`config.mk`:
```
export PLATFORM = sky130hd
export DESIGN_NAME = fft_frame_seq
export DESIGN_NICKNAME = d
export VERILOG_FILES = /design/src/rtl/fft_pkg.sv /design/src/rtl/fft_addr_gen.sv /design/src/rtl/fft_frame_seq.sv
export SDC_FILE = /design/constraint.sdc
export NUM_CORES = 1
export LEC_CHECK = 0
export CORE_MARGIN = 5
export CORE_UTILIZATION = 46
export CTS_CLUSTER_SIZE = 12
export DETAILED_ROUTE_END_ITERATION = 10
export PLACE_DENSITY = 0.77
export SLEW_MARGIN = 20
export SYNTH_ARGS = -nofsm -noshare
export SYNTH_HDL_FRONTEND = slang
export SYNTH_HIERARCHICAL = 1
export SYNTH_SLANG_ARGS = --single-unit
export TNS_END_PERCENT = 30
```
`constraint.sdc`:
```
create_clock -name iCLK -period 2.8 [get_ports iCLK]
set_clock_uncertainty 0.2 [all_clocks]
set_input_delay 0.28 -clock iCLK [delete_from_list [all_inputs] [get_ports iCLK]]
set_output_delay 0.28 -clock iCLK [all_outputs]
set_load 0.02 [all_outputs]
```
`src/rtl/fft_pkg.sv`:
```
// fft_pkg: shared sizing, FSM encodings, write-back record and bit-reversal helper for the FFT frame sequencer
package fft_pkg;
  localparam int N = 16;
  localparam int LOG2N = 4;
  localparam int BF_LAT = 2;
  localparam int SW = $clog2(LOG2N);
  typedef enum logic [2:0] {S_IDLE, S_LOAD, S_CALC, S_DRAIN, S_OUT} state_t;
  typedef struct packed {
    logic             rd;
    logic [LOG2N-1:0] a;
    logic [LOG2N-1:0] b;
  } bf_op_t;
  function automatic logic [LOG2N-1:0] bitrev(input logic [LOG2N-1:0] x);
    logic [LOG2N-1:0] r;
    for (int i = 0; i < LOG2N; i++) r[i] = x[LOG2N-1-i];
    return r;
  endfunction
endpackage

```
`src/rtl/fft_addr_gen.sv`:
```
// fft_addr_gen: maps stage s and butterfly b to DIF operand addresses and twiddle index
module fft_addr_gen
  import fft_pkg::*;
(
  input  logic [SW-1:0]    s,
  input  logic [LOG2N-2:0] b,
  output logic [LOG2N-1:0] addr_a,
  output logic [LOG2N-1:0] addr_b,
  output logic [LOG2N-2:0] tw
);
  localparam int TW = LOG2N - 1;
  logic [LOG2N-1:0] bx, span, low;
  always_comb begin
    bx = LOG2N'(b);
    span = LOG2N'(N / 2) >> s;
    low = bx & (span - LOG2N'(1));
    addr_a = ((bx >> (LOG2N - 1 - int'(s))) << (LOG2N - int'(s))) | low;
    addr_b = addr_a + span;
    tw = TW'(low << s);
  end
endmodule

```
`src/rtl/fft_frame_seq.sv`:
```
// fft_frame_seq: 16-point radix-2 DIF FFT frame sequencer: load, in-place butterflies, bit-reversed readout.
// Define FFT_SEQ_OVERRUN_EN to add the sticky oOVERRUN flag for start edges seen while busy.
module fft_frame_seq
  import fft_pkg::*;
(
  input  logic             iCLK,
  input  logic             iRST,
  input  logic             iStart_INT,
  input  logic             iCLR,
  input  logic             iDIN_VALID,
  output logic             oBUSY,
  output logic             oWR_EN,
  output logic [LOG2N-1:0] oWR_ADDR,
  output logic             oBF_RD,
  output logic [LOG2N-1:0] oADDR_A,
  output logic [LOG2N-1:0] oADDR_B,
  output logic [LOG2N-2:0] oTW_IDX,
  output logic [SW-1:0]    oSTAGE,
  output logic             oBF_WR,
  output logic [LOG2N-1:0] oWADDR_A,
  output logic [LOG2N-1:0] oWADDR_B,
  output logic [LOG2N-1:0] oRD_ADDR,
  output logic             oEN,
  output logic             oDONE
`ifdef FFT_SEQ_OVERRUN_EN
  ,
  output logic             oOVERRUN
`endif
);
  localparam int CW = LOG2N + 1;
  localparam int DW = $clog2(BF_LAT) + 1;
  state_t state;
  logic [CW-1:0] cnt;
  logic [SW-1:0] stage;
  logic [DW-1:0] dcnt;
  logic start_q, start_edge, calc, out;
  logic [LOG2N-1:0] ga, gb;
  logic [LOG2N-2:0] gt;
  bf_op_t cur;
  bf_op_t dl [BF_LAT];

  fft_addr_gen u_addr (
    .s(stage),
    .b(cnt[LOG2N-2:0]),
    .addr_a(ga),
    .addr_b(gb),
    .tw(gt)
  );

  always_comb begin
    start_edge = iStart_INT & ~start_q;
    calc = state == S_CALC;
    out = state == S_OUT;
    oBUSY = state != S_IDLE;
    oWR_EN = (state == S_LOAD) && iDIN_VALID;
    oWR_ADDR = state == S_LOAD ? cnt[LOG2N-1:0] : '0;
    oBF_RD = calc;
    oADDR_A = calc ? ga : '0;
    oADDR_B = calc ? gb : '0;
    oTW_IDX = calc ? gt : '0;
    oSTAGE = stage;
    cur = '{rd: calc, a: oADDR_A, b: oADDR_B};
    oBF_WR = dl[BF_LAT-1].rd;
    oWADDR_A = dl[BF_LAT-1].a;
    oWADDR_B = dl[BF_LAT-1].b;
    oRD_ADDR = out ? bitrev(cnt[LOG2N-1:0]) : '0;
  end

  // cnt is the load index, butterfly index and readout index in turn; cnt[LOG2N] marks the extra OUT cycle
  always_ff @(posedge iCLK) begin
    start_q <= iRST ? 1'b0 : iStart_INT;
    if (iRST || iCLR) begin
      state <= S_IDLE;
      cnt <= '0;
      stage <= '0;
      dcnt <= '0;
      oEN <= 1'b0;
      oDONE <= 1'b0;
      for (int i = 0; i < BF_LAT; i++) dl[i] <= '0;
    end else begin
      dl[0] <= cur;
      for (int i = 1; i < BF_LAT; i++) dl[i] <= dl[i-1];
      oEN <= out && !cnt[LOG2N];
      oDONE <= out && cnt == CW'(N - 1);
      case (state)
        S_IDLE: if (start_edge) begin
          state <= S_LOAD;
          cnt <= '0;
        end
        S_LOAD: if (iDIN_VALID) begin
          if (cnt == CW'(N - 1)) begin
            state <= S_CALC;
            cnt <= '0;
            stage <= '0;
          end else cnt <= cnt + CW'(1);
        end
        S_CALC: if (cnt == CW'(N / 2 - 1)) begin
          state <= S_DRAIN;
          cnt <= '0;
          dcnt <= '0;
        end else cnt <= cnt + CW'(1);
        S_DRAIN: if (dcnt == DW'(BF_LAT - 1)) begin
          dcnt <= '0;
          if (stage == SW'(LOG2N - 1)) state <= S_OUT;
          else begin
            stage <= stage + SW'(1);
            state <= S_CALC;
          end
        end else dcnt <= dcnt + DW'(1);
        S_OUT: if (cnt[LOG2N]) begin
          state <= S_IDLE;
          cnt <= '0;
          stage <= '0;
        end else cnt <= cnt + CW'(1);
        default: state <= S_IDLE;
      endcase
    end
  end

`ifdef FFT_SEQ_OVERRUN_EN
  always_ff @(posedge iCLK)
    if (iRST) oOVERRUN <= 1'b0;
    else if (start_edge && state != S_IDLE) oOVERRUN <= 1'b1;
`endif
endmodule

```
Word-level counts from Yosys, hierarchy flattened

Memories as Yosys holds them, arrays and structs flattened.
Cells that the tools add are included.

Bits in registers: 15
RAM bits: 18
Input bits: 5
Output and inout bits: 35
Memories: 1

Memory list:

| memory | words | width | read ports | clocked after Yosys merged registers in | write ports | RTL line            | source |
|---|---|---|---|---|---|---|---|
| dl     | 2     | 9     | 2          | 0                                       | 2           | fft_frame_seq.sv:40 | `bf_op_t dl [BF_LAT];` |

$add $sub $neg: 7
Equality and inequality tests: 15
Shift operators: 4
Muxes and demuxes: 33
Bitwise operators: 6
Reduce and logical (&&, ||, !) cells: 14

Operators with widths:

| cell                                           | number |
|---|---|
| left shift 4 x 32 -> 4 bit                     | 1 |
| >> shifter 3 x 32 -> 4 bit                     | 1 |
| 2-to-1 mux 5 bit                               | 5 |
| 2-to-1 mux 3 bit                               | 8 |
| case mux 5 bit (4 select lines)                | 1 |
| 2-to-1 mux 9 bit                               | 2 |
| 2-to-1 mux 4 bit                               | 4 |
| case mux 3 bit (5 select lines)                | 1 |
| 2-to-1 mux 2 bit                               | 7 |
| AND reduction 6 bit                            | 2 |
| != test 2 bit (second input constant)          | 5 |
| == test 3 x 2 -> 1 bit (second input constant) | 2 |
| case mux 2 bit (3 select lines)                | 1 |
| nonzero test 3 bit                             | 2 |
| adder 5 x 1 -> 5 bit (second input constant)   | 1 |
| == test 5 x 3 -> 1 bit (second input constant) | 1 |
| == test 5 x 4 -> 1 bit (second input constant) | 1 |
| adder 2 x 1 -> 2 bit (second input constant)   | 2 |
| adder 4 bit                                    | 1 |
| AND 3 x 4 -> 4 bit                             | 1 |
| != test 2 x 1 -> 1 bit (second input constant) | 2 |
| OR 4 bit                                       | 1 |
| case mux 2 bit (2 select lines)                | 1 |
| nonzero test 4 bit                             | 1 |
| other kinds (20)                               | 25 |

Longest topological paths before layout

Gate-level depths: netlist of run 1.

Word-level depth: 7
Depth in mapped cells: 11

Modules after synthesis

Netlist of run 1, hierarchy kept.

Modules (own cells, without submodules):

| module        | instances | cells an instance | area an instance (sq um) |
|---|---|---|---|
| fft_frame_seq | 1         | 175               | 1591.5 |
| fft_addr_gen  | 1         | 49                | 365.4 |

Least setup slack after synthesis of run 1

No wires, ideal clock.

Path kind: register -> output
From: reg stage[1], in the netlist oSTAGE[1]
To: out oADDR_B[2]
Arrival: 2.781 ns
Setup slack: -0.461 ns
Cell stages (with the launch flop): 12
Path through: dfxtp_1 clkbuf_1 inv_1 ha_1 nor2_1 nand3_1 o21ai_0 ha_1 inv_1 fa_1 xnor2_1 and3_1

Word-level cells in the longest chain between the ends: 6
Elaborated cells between the ends (all ways): 10

RTL lines:

| what                                                                    | RTL line                               | source |
|---|---|---|
| start: declaration                                                      | fft_frame_seq.sv:34                    | `logic [SW-1:0] stage;` |
| start signal: assignment                                                | fft_frame_seq.sv:106                   | `stage <= stage + SW'(1);` |
| subtractor 2 x 2 -> 3 bit or >> shifter 4 x 2 -> 4 bit (tied branches)  | fft_addr_gen.sv:17, fft_addr_gen.sv:15 |  |
| >> shifter 3 x 32 -> 4 bit or subtractor 4 x 1 -> 4 bit (tied branches) | fft_addr_gen.sv:17, fft_addr_gen.sv:16 |  |
| left shift 4 x 32 -> 4 bit or AND 3 x 4 -> 4 bit (tied branches)        | fft_addr_gen.sv:17, fft_addr_gen.sv:16 |  |
| OR 4 bit *                                                              | fft_addr_gen.sv:17                     | `addr_a = ((bx >> (LOG2N - 1 - int'(s))) << (LOG2N - int'(s))) \| low;` |
| net ga[0]                                                               | fft_frame_seq.sv:37                    | `logic [LOG2N-1:0] ga, gb;` |
| adder 4 bit *                                                           | fft_addr_gen.sv:18                     | `addr_b = addr_a + span;` |
| net gb[2]                                                               | fft_frame_seq.sv:37                    |  |
| 2-to-1 mux 4 bit *                                                      | fft_frame_seq.sv:59                    | `oADDR_B = calc ? gb : '0;` |
| end: declaration                                                        | fft_frame_seq.sv:16                    | `output logic [LOG2N-1:0] oADDR_B,` |

The timed path passes the listed nets; every way through them passes the cells marked *.

Worst setup path in the final report of run 1

From: reg stage[0], in the netlist oSTAGE[0]
To: out oADDR_B[3]

Same word-level chain as after synthesis.

==> metrics.yaml, run 1 <==
run_status:
  outcome: "complete, but fails checks"
  violations: "setup timing"
die:
  die_w_um: 75.2
  fp.coreArea_um2: 4060
  rows: 23
  die_h_um: 75.2
  dieArea_um2: 5660
  io_pins: 40
  start_util_pct: 48.2
global_route:
  gr-total-overflow: 0
  grt_pass1_vias: 1600
  grtUsageTotal_pct: 17.3
  antenna_found_initial: 0
  grt_max_degree: 21
  grt_pass1_wl_mm: 7.47
detailed_routing:
  via_count: 1725
  top_layer: "met4"
  wl_met3_um: 172
  dr_wl_met2_mm: 2.37
  ant_nets: 0
  routedWlPerCell_um: 14.1
  drt-initial-drc-count: 97
  drt-total-wl_mm: 4.71
  first_pass_iters: 4
  drc: 0
  viasPerCell: 5.16
  m1WireLength_mm: 2.08
clock_network:
  cts_sinks: 33
  cts_root_buf: "clkbuf_8"
  htree_levels: 2
  cts_tree: "done"
  clock_path_buffers: 2
  cts_buffers: 5
  clk_latency_ps: 290
  postCtsHoldBufs: 0
  clk_pin_slew_ps: 80
logic_synthesis:
  synth_area_leader_cell: "dfxtp_1"
  synth-edff-count: 0
  synthFlopType: "dfxtp_1"
  syn-num-nets: 243
  yosysUniqueCellTypes: 54
  yosysWarnings: 6
  syn-instance-count: 224
  ys_seq_area_share_pct: 33.8
  synthTopCellsByArea: "dfxtp_1 (34%), and2_1 (8.6%), ha_1 (8.3%), and3_1 (4.5%), a21oi_1 (3.1%)"
  postSynthAreaPerCell_um2: 8.74
  syn_area_um2: 1960
  ys_async_sr_fraction_pct: 0
  yosys_register_bits: 33
  synth_top_area_share_pct: 33.8
power_and_ir_drop:
  p_leak_nw: 1.18
  powerDensity_nw_per_um2: 316
  total_power_w: 0.000878
  ir_drop_mv: 0.221
place:
  portBuffers: 39
  gp_congestion: 0.827
  dp_hpwl_mm: 3.29
sta:
  max_freq_mhz: 343
  fin_crit_sh_pct: 104
  worst_slew_pin_slew_ps: 576
  fin_ws_ps: -113
  hold_violations: 0
  slew-limit-headroom_pct: 60.6
  fin_tns_setup_ps: -273
  setup_viol: 3
  period_needed_ps: 2910
  rsz0062_at_grt: "true"
  drv_slew: 0
cells_and_area:
  nets: 302
  n_fill_cell: 324
  syn2layout_area_growth_pct: 42.1
  diodes: 0
  layout-drive-gt1-share_pct: 27.8
critical_path:
  cp-start-kind: "flop"
  crit_type: "reg -> out"
  endpoint_kind: "primary output"
  required_ps: 2320
  arrival_ps: 2430
  cp_max_fo: 11
  reg2reg_depth: 9
hold_path:
  hold-path-cell-count: 1
  hold_class: "reg -> reg"
flow_run:
  maxCapViolations: 0
==> flip-flops by register name (all words and copies together) (netlist names) <==
register / count
oDONE: 1
cnt: 5
state: 3
oEN: 1
oSTAGE: 2
dl: 18
start_q: 1
dcnt: 2
==> synth_stat cells (2+ instances only) <==
cell      instances
dfxtp_1          33
and2_1           27
nor2_1           15
and3_1           14
ha_1             13
a21oi_1          12
nand2_1          12
inv_1            10
buf_4             8
clkbuf_1          7
nand3_1           6
nand2b_1          4
o21ai_0           4
a22oi_1           3
buf_6             3
mux2i_1           3
nor2b_1           3
nor3_1            3
or3_1             3
xnor2_1           3
a31oi_1           2
nand4_1           2
nor3b_1           2
nor3b_2           2
==> metal layers <==
metal	track usage, %	vias up
li1	-	877
met1	22.5	809
met2	28.4	33
met3	3.20	6
met4	6.80	0
met5	0	-
==> placed cells by master, fill, tap and decap left out, types with 2 or more instances in the layout <==
cell / n
buf_6: 5
ha_1: 6
ha_4: 5
nand2b_1: 4
dlygate4sd2_1: 5
dfxtp_1: 30
nand3_1: 4
and2_1: 27
xnor2_2: 2
mux2i_1: 3
o21ai_0: 2
nand4_1: 2
clkdlybuf4s50_1: 30
buf_4: 28
nand2_1: 11
a31oi_1: 2
clkbuf_8: 5
a21oi_1: 11
inv_1: 8
nand3_2: 2
dfxtp_4: 2
o21ai_2: 2
inv_4: 2
nor2b_1: 3
nor3b_2: 2
clkinv_2: 2
nor3_1: 3
nor2_1: 14
ha_2: 2
and3_1: 12
or3_1: 3
buf_8: 2
and3_4: 2
nor3b_1: 2
a22oi_1: 3
==> through the flow <==
step / utilization (%) / hold slack (ps) / area (µm²) / setup slack, ps / instances
after global routing: 68.5 / 242 / 2780 / -177 / 334
final: 68.5 / 230 / 2780 / -113 / 334
after floorplan: - / 152 / 1990 / 53.2 / 224
after detailed placement: 61.4 / 211 / 2490 / -494 / 318
after CTS: 66.6 / 232 / 2700 / -133 / 329
after global placement: 61.4 / 209 / 2490 / -329 / 318
==> layout make-up <==
class / count / area (µm²) / area share (%)
multi-input cells: 161 / 1260 / 45.4
clock inverters: 3 / 17.5 / 0.630
well taps: 50 / 62.6 / 2.25
repair buffers: 71 / 653 / 23.5
inverters: 11 / 46.3 / 1.66
flip-flops and latches: 33 / 669 / 24.1
clock buffers: 5 / 68.8 / 2.47
==> kinds of logic after synthesis <==
kind of cell    Yosys count  synth area share, %
simple gates            102                 30.8
fa+ha+maj                14                 9.34
buf+inv                  30                 8.50
compound gates           36                 12.9
flops                    33                 33.8
xor+xnor                  5                 2.62
mux                       4                 2.11
==> worst paths after layout <==
check	startpoint	endpoint	slack [ps]
setup / recovery	oSTAGE[0]$_SDFFE_PP0P_	oADDR_B[3]	-110
hold / removal	dl[0][4]$_SDFF_PP0_	dl[0][13]$_SDFF_PP0_	230
setup reg to reg	cnt[1]$_SDFFE_PP0P_	state[1]$_SDFFE_PP0P_	420
hold reg to reg	dl[0][4]$_SDFF_PP0_	dl[0][13]$_SDFF_PP0_	230
==> power breakdown <==
part | switching [W] | total, W | leakage, nW | internal (W)
clock | 0.000177 | 0.000348 | 0.0439 | 0.000171
sequential | 0.00000529 | 0.000475 | 0.268 | 0.000469
combinational | 0.0000298 | 0.0000553 | 0.872 | 0.0000254
total | 0.000212 | 0.000878 | 1.18 | 0.000666
==> what timing repair did <==
item / in CTS / in global routing
setup endpoints to repair: 7 / 9
pin swaps: 13 / 13
gates resized for setup: 46 / 11
buffers inserted: 4 / 5
==> critical path: stages (launching register included) <==
cell and delay, ps:
dfxtp_4 360, buf_6 160, ha_4 160, nand2b_1 160, o21ai_2 90, ha_2 200
buf_4 130, a21o_1 190, a21oi_2 170, xor2_1 190, and3_4 210, buf_6 110
No activity file was read; power rests on OpenSTA's default activity.
==> run 2: changes to the inputs <==
Settings changed: ABC_CLOCK_PERIOD_IN_PS set to 2800.
==> results of run 2 <==
Same layout as run 1: the final DEF is identical, and so are final timing and power.
